===== config.mk =====
export PLATFORM = sky130hd
export DESIGN_NAME = defuzz_centroid_div
export DESIGN_NICKNAME = d
export VERILOG_FILES = /design/src/rtl/fuzzy_pkg.sv /design/src/rtl/q15_restoring_div.sv /design/src/rtl/defuzz_centroid_div.sv
export SDC_FILE = /design/constraint.sdc
export NUM_CORES = 1
export LEC_CHECK = 0
export ABC_AREA = 1
export CAP_MARGIN = 25
export CELL_PAD_IN_SITES_DETAIL_PLACEMENT = 0
export CELL_PAD_IN_SITES_GLOBAL_PLACEMENT = 1
export CORE_ASPECT_RATIO = 1.2
export CORE_MARGIN = 2
export CORE_UTILIZATION = 40
export CTS_CLUSTER_DIAMETER = 80
export CTS_CLUSTER_SIZE = 8
export DETAILED_ROUTE_END_ITERATION = 16
export PLACE_DENSITY = 0.75
export REMOVE_ABC_BUFFERS = 1
export SETUP_SLACK_MARGIN = 0.2
export SYNTH_ARGS = -nofsm -noshare
export SYNTH_HDL_FRONTEND = slang
export SYNTH_SLANG_ARGS = --single-unit

===== constraint.sdc =====
create_clock -name clk -period 4 [get_ports clk]
set_input_delay 0.8 -clock clk [delete_from_list [all_inputs] [get_ports clk]]
set_output_delay 0.8 -clock clk [all_outputs]
set_load 0.01 [all_outputs]

===== src/rtl/fuzzy_pkg.sv =====
// Shared types and constants for the fuzzy defuzzification stage.
// Q1.15 limits and the percent scaling constants live here so the top and bench agree.
package fuzzy_pkg;

    typedef enum logic [1:0] {
        IDLE,
        DIV,
        SCALE,
        DONE
    } defuzz_state_t;

    localparam logic [15:0] Q15_MAX   = 16'd32767;
    localparam int          PCT_SCALE = 100;
    localparam int          Q15_HALF  = 16384;

endpackage


===== src/rtl/q15_restoring_div.sv =====
// Restoring divider datapath: one quotient bit per clock, MSB first.
// The caller guarantees num < den, so the quotient is a pure fraction.
module q15_restoring_div #(
    parameter int DATA_W = 16,
    parameter int FRAC_W = 15
) (
    input  logic              clk,
    input  logic              rst,
    input  logic              start,
    input  logic [DATA_W-1:0] num,
    input  logic [DATA_W-1:0] den_in,
    output logic              done,
    output logic [DATA_W-1:0] q
);

    localparam int CNT_W = $clog2(FRAC_W + 1);

    logic [DATA_W:0]   rem;
    logic [DATA_W:0]   r2;
    logic [DATA_W:0]   rem_nxt;
    logic [DATA_W-1:0] den;
    logic [CNT_W-1:0]  cnt;
    logic              busy;
    logic              q_bit;

    // rem < den always holds, so the doubled remainder fits in DATA_W+1 bits
    always_comb begin
        r2      = {rem[DATA_W-1:0], 1'b0};
        q_bit   = (r2 >= {1'b0, den});
        rem_nxt = q_bit ? (r2 - {1'b0, den}) : r2;
    end

    assign done = busy && (cnt == '0);

    always_ff @(posedge clk or posedge rst) begin
        if (rst) begin
            rem  <= '0;
            den  <= '0;
            q    <= '0;
            cnt  <= '0;
            busy <= 1'b0;
        end else if (start) begin
            rem  <= {1'b0, num};
            den  <= den_in;
            q    <= '0;
            cnt  <= CNT_W'(FRAC_W - 1);
            busy <= 1'b1;
        end else if (busy) begin
            rem <= rem_nxt;
            q   <= {q[DATA_W-2:0], q_bit};
            if (cnt == '0) begin
                busy <= 1'b0;
            end else begin
                cnt <= cnt - 1'b1;
            end
        end
    end

endmodule


===== src/rtl/defuzz_centroid_div.sv =====
// Centroid defuzzifier: y = S_wg / S_w in Q1.15 plus a rounded percent value.
// Degenerate pairs (S_w == 0 or quotient >= 1) bypass the divider and finish in one edge.
module defuzz_centroid_div
    import fuzzy_pkg::*;
#(
    parameter int DATA_W = 16,
    parameter int FRAC_W = 15,
    parameter int PCT_W  = 8
) (
    input  logic              clk,
    input  logic              rst,
    input  logic              in_valid,
    output logic              in_ready,
    input  logic [DATA_W-1:0] S_w,
    input  logic [DATA_W-1:0] S_wg,
    output logic              out_valid,
    input  logic              out_ready,
    output logic [DATA_W-1:0] y_q15,
    output logic [PCT_W-1:0]  y_pct,
    output logic              div0
);

    // Inputs are unsigned Q1.15; anything with bit 15 set is above 1.0 and is clamped
    function automatic logic [DATA_W-1:0] clamp_q15(input logic [DATA_W-1:0] v);
        return v[DATA_W-1] ? {1'b0, {(DATA_W-1){1'b1}}} : v;
    endfunction

    function automatic logic [PCT_W-1:0] pct_round(input logic [DATA_W-1:0] v);
        logic [23:0] acc;
        acc = 24'(v) * 24'(PCT_SCALE) + 24'(Q15_HALF);
        return PCT_W'(acc >> FRAC_W);
    endfunction

    defuzz_state_t     state;
    logic [DATA_W-1:0] sw_c;
    logic [DATA_W-1:0] swg_c;
    logic              accept;
    logic              div_start;
    logic              div_done;
    logic [DATA_W-1:0] div_q;
    logic [DATA_W-1:0] q_fix;
    logic              use_fix;
    logic              flag_div0;
    logic [DATA_W-1:0] q_res;

    always_comb begin
        sw_c      = clamp_q15(S_w);
        swg_c     = clamp_q15(S_wg);
        accept    = (state == IDLE) && in_valid;
        div_start = accept && (sw_c != '0) && (swg_c < sw_c);
        q_res     = use_fix ? q_fix : div_q;
    end

    assign in_ready = (state == IDLE);

    q15_restoring_div #(
        .DATA_W (DATA_W),
        .FRAC_W (FRAC_W)
    ) u_div (
        .clk    (clk),
        .rst    (rst),
        .start  (div_start),
        .num    (swg_c),
        .den_in (sw_c),
        .done   (div_done),
        .q      (div_q)
    );

    always_ff @(posedge clk or posedge rst) begin
        if (rst) begin
            state     <= IDLE;
            out_valid <= 1'b0;
            y_q15     <= '0;
            y_pct     <= '0;
            div0      <= 1'b0;
            q_fix     <= '0;
            use_fix   <= 1'b0;
            flag_div0 <= 1'b0;
        end else begin
            case (state)
                IDLE: begin
                    if (accept) begin
                        if (sw_c == '0) begin
                            q_fix     <= '0;
                            use_fix   <= 1'b1;
                            flag_div0 <= 1'b1;
                            state     <= SCALE;
                        end else if (swg_c >= sw_c) begin
                            q_fix     <= DATA_W'(Q15_MAX);
                            use_fix   <= 1'b1;
                            flag_div0 <= 1'b0;
                            state     <= SCALE;
                        end else begin
                            use_fix   <= 1'b0;
                            flag_div0 <= 1'b0;
                            state     <= DIV;
                        end
                    end
                end
                DIV: begin
                    if (div_done) begin
                        state <= SCALE;
                    end
                end
                SCALE: begin
                    y_q15     <= q_res;
                    y_pct     <= pct_round(q_res);
                    div0      <= flag_div0;
                    out_valid <= 1'b1;
                    state     <= DONE;
                end
                DONE: begin
                    if (out_ready) begin
                        out_valid <= 1'b0;
                        state     <= IDLE;
                    end
                end
                default: state <= IDLE;
            endcase
        end
    end

endmodule


==> summary.md <==
| Metric | Value |
|---|---|
| CTS Hold Bufs | 0 |
| #FFs+latches synth | slightly above 80 |
| Vias in the first global route | between 5000 and 6000 |
| CTS clk-pin slew, worst paths | roughly 0.060 ns |
| Predominant post-synthesis flop cell | dfrtp_1 |
| Grt total ovfl | 0 |
| Row Count | 53 |
| Vias per inst | around 5 |
| Min cycle time layout | roughly 3.7 ns |
| First-pass GRT wire length | between 20000 and 30000 um |
| R2r setup slk | roughly 0.34 ns |
| Count of pins over their slew limit | 0 |
| Clk root buf | clkbuf_16 |
| Avg Inst Size Synth | 7.99 um2 |
| Least-Margin Pin Slew | 0.901 ns |
| Area of the die | 18600 um2 |
| Critical Path Start Type | flop |
| Mapped Cells | 879 |
| WP buf/inv | 6 |
| Cell family with most CP delay | adder cells |
| Yosys warnings | 0 |
| Skew final | between 0.005 and 0.006 ns |
| Sequential area share after synthesis | ~30% |
| Fmax | about 270 MHz |
| Data arrival time of the critical path | roughly 3.9 ns |
| Layout cell share with drive strength beyond 1 | 23.9% |
| Cts bufs inserted | 9 |
| Inserted Diodes | 0 |
| WS Path Type | flop to flop |
| Setup violations, final | 0 |
| Initial antenna violation count | 0 |
| Hold crit path type | flop to flop |
| Clk sinks | between 80 and 90 |
| Width of the die | ~120 um |
| Max Cap Viol | 0 |
| CP Max Fanout | 6 |
| CP cell instances | buf_8 > inv_8 > buf_8 > a21oi_4 > inv_2 > ha_4 > ha_4 > inv_1 > fa_1 > inv_2 > ha_4 > a21oi_4 > o21ai_2 > nor2_2 > nand2_1 > nand2_2 > nand3_2 > nor2_4 > nand3_1 > nand3_1 > nand2_1 |
| Async SR Flop Fraction | between 90% and 100% |
| Clock Path Buffers | 2 |
| Highest cell delay on the worst timing path | between 0.5 and 0.6 ns |
| Layout Cells excl Fill | 1200 |
| Status | finished clean |
| Most frequent cells in the layout | nand2_1 (178), inv_1 (101), dfrtp_1 (82) |
| Layout net count | 1109 |
| DRC | 0 |
| Io pins | 63 |
| Final hold viol count | 0 |
| WL final | about 17000 um |
| Post-DP HPWL | 13200 um |
| GRT Util Overall | between 10% and 20% |
| Pin count of the biggest net entering global routing | between 40 and 50 |
| Placed Cells incl. Taps | 1170 |
| Initial detailed-routing violation count | around 160 |
| Post-synth EDFFs | 0 |
| Detail Route Antenna Nets | 0 |
| Final core utilization | between 50 and 60% |
| Slew Limit Headroom | around two fifths |
| Worst EP required | 4.24 ns |
| Crit. End Element | flop |
| Netlist cell types | 57 |
| Core ar. | 17400 um2 |
| Post-Place Worst Slack | -0.149 ns |
| Routed len/inst | 14.2 um |
| Worst-Skew Late Latency | around 0.35 ns |
| CTS tree | done |
| Area delta synth->final | 29.6% |
| Final worst setup slack | between 0.3 and 0.4 ns |
| Final period util | between 90% and 100% |
| Unrepaired setup endpoints after global routing | yes |
| Post-Syn Area | roughly 7000 um2 |
| Initial Utilization | between 40% and 50% |
| Routed via count | between 5000 and 6000 |
| H-tree Lvls | 3 |
| Chip height | roughly 150 um |
| Slowest stage cell, crit path | fa_1 |
| Port bufs | 62 |
| TritonRoute pass-1 iters | 4 |
| Most common cell after layout, fill and taps aside | nand2_1 |
| Crit path top cell by count | ha_4 |
| GPL Wtd Cong | 0.838 |
==> metal layers <==
layer,global-route usage [%],routed length (um),part of all wire (%),vias to the layer above
met3,2.47,376,2.2,24
met4,5.94,369,2.2,0
met2,36.3,9220,54,83
li1,-,-,-,3077
met5,0,0,0,-
met1,20.5,7100,42,2768
==> flip-flops by register name, summed over array words and instances (netlist names) <==
register	flops
div0	1
flag_div0	1
out_valid	1
q_fix	1
state	2
u_div.busy	1
u_div.cnt	4
u_div.den	15
u_div.q	16
u_div.rem	16
use_fix	1
y_pct	8
y_q15	16
==> path summary, 6_finish.rpt <==
kind	start	end	cells after the start
max in group asynchronous	rst	use_fix	3
max reg2reg	use_fix	y_pct[6]	21
min in group asynchronous	rst	y_pct[0]	2
max	use_fix	y_pct[6]	21
min reg2reg	y_pct[5]	y_pct[5]	2
min	y_pct[5]	y_pct[5]	2
==> cell type report <==
class                   instances  area [um2]
multi-input cells             647        4910
flip-flops and latches         83        2080
clock inverters                 4        47.5
inverters                     127         490
clock buffers                  12         267
repair buffers                107        1030
well taps                     220         275
fillers                      1657        8280
==> cells by family after synthesis <==
| logic type | Yosys count | share of synthesized area [%] |
|---|---|---|
| AND/OR/NAND/NOR | 377 | 27.2 |
| buffers and inverters | 149 | 9.16 |
| AO/OA/AOI/OAI | 157 | 13.6 |
| flip-flops | 83 | 29.6 |
| XOR/XNOR | 15 | 1.87 |
| adder cells (fa/ha/maj) | 98 | 18.6 |
==> Yosys cell counts (10+ instances only) <==
library cell	count	area [um2]
a21oi_1	39	195
or2_2	14	87.6
fa_1	11	220
ha_1	87	1090
o21ai_0	48	240
nand2_4	12	135
nand3_1	46	230
inv_1	119	447
o22ai_1	15	93.8
o211ai_1	10	75.1
nor2_1	58	218
o21ai_1	15	75.1
nand2_1	191	717
dfrtp_1	83	2080
==> per-stage QoR <==
step                      cell area (um2)  hold slack, ns  setup TNS (ns)
after floorplan                      6860           0.447          -0.760
after global placement               8010           0.463           -1.22
after detailed placement             8030           0.465          -0.841
after CTS                            8570           0.483               0
after global routing                 9100           0.511               0
final                                9100           0.467               0
==> worst min-delay path, delay by kind of cell (launching register included) <==
kind	cells	cell delay [ns]
flops	1	0.34
simple gates	2	0.09
==> what timing repair did <==
action / 4_1_cts / 5_1_grt
cloned: 1 / 0
setup endpoints to repair: 8 / 8
buffers inserted: 7 / 6
gates resized for setup: 45 / 97
pin swaps: 13 / 56
Power is left out: the tool's default activity adds up to more than one toggle a clock period on the data nets, which glitch-free logic cannot reach.
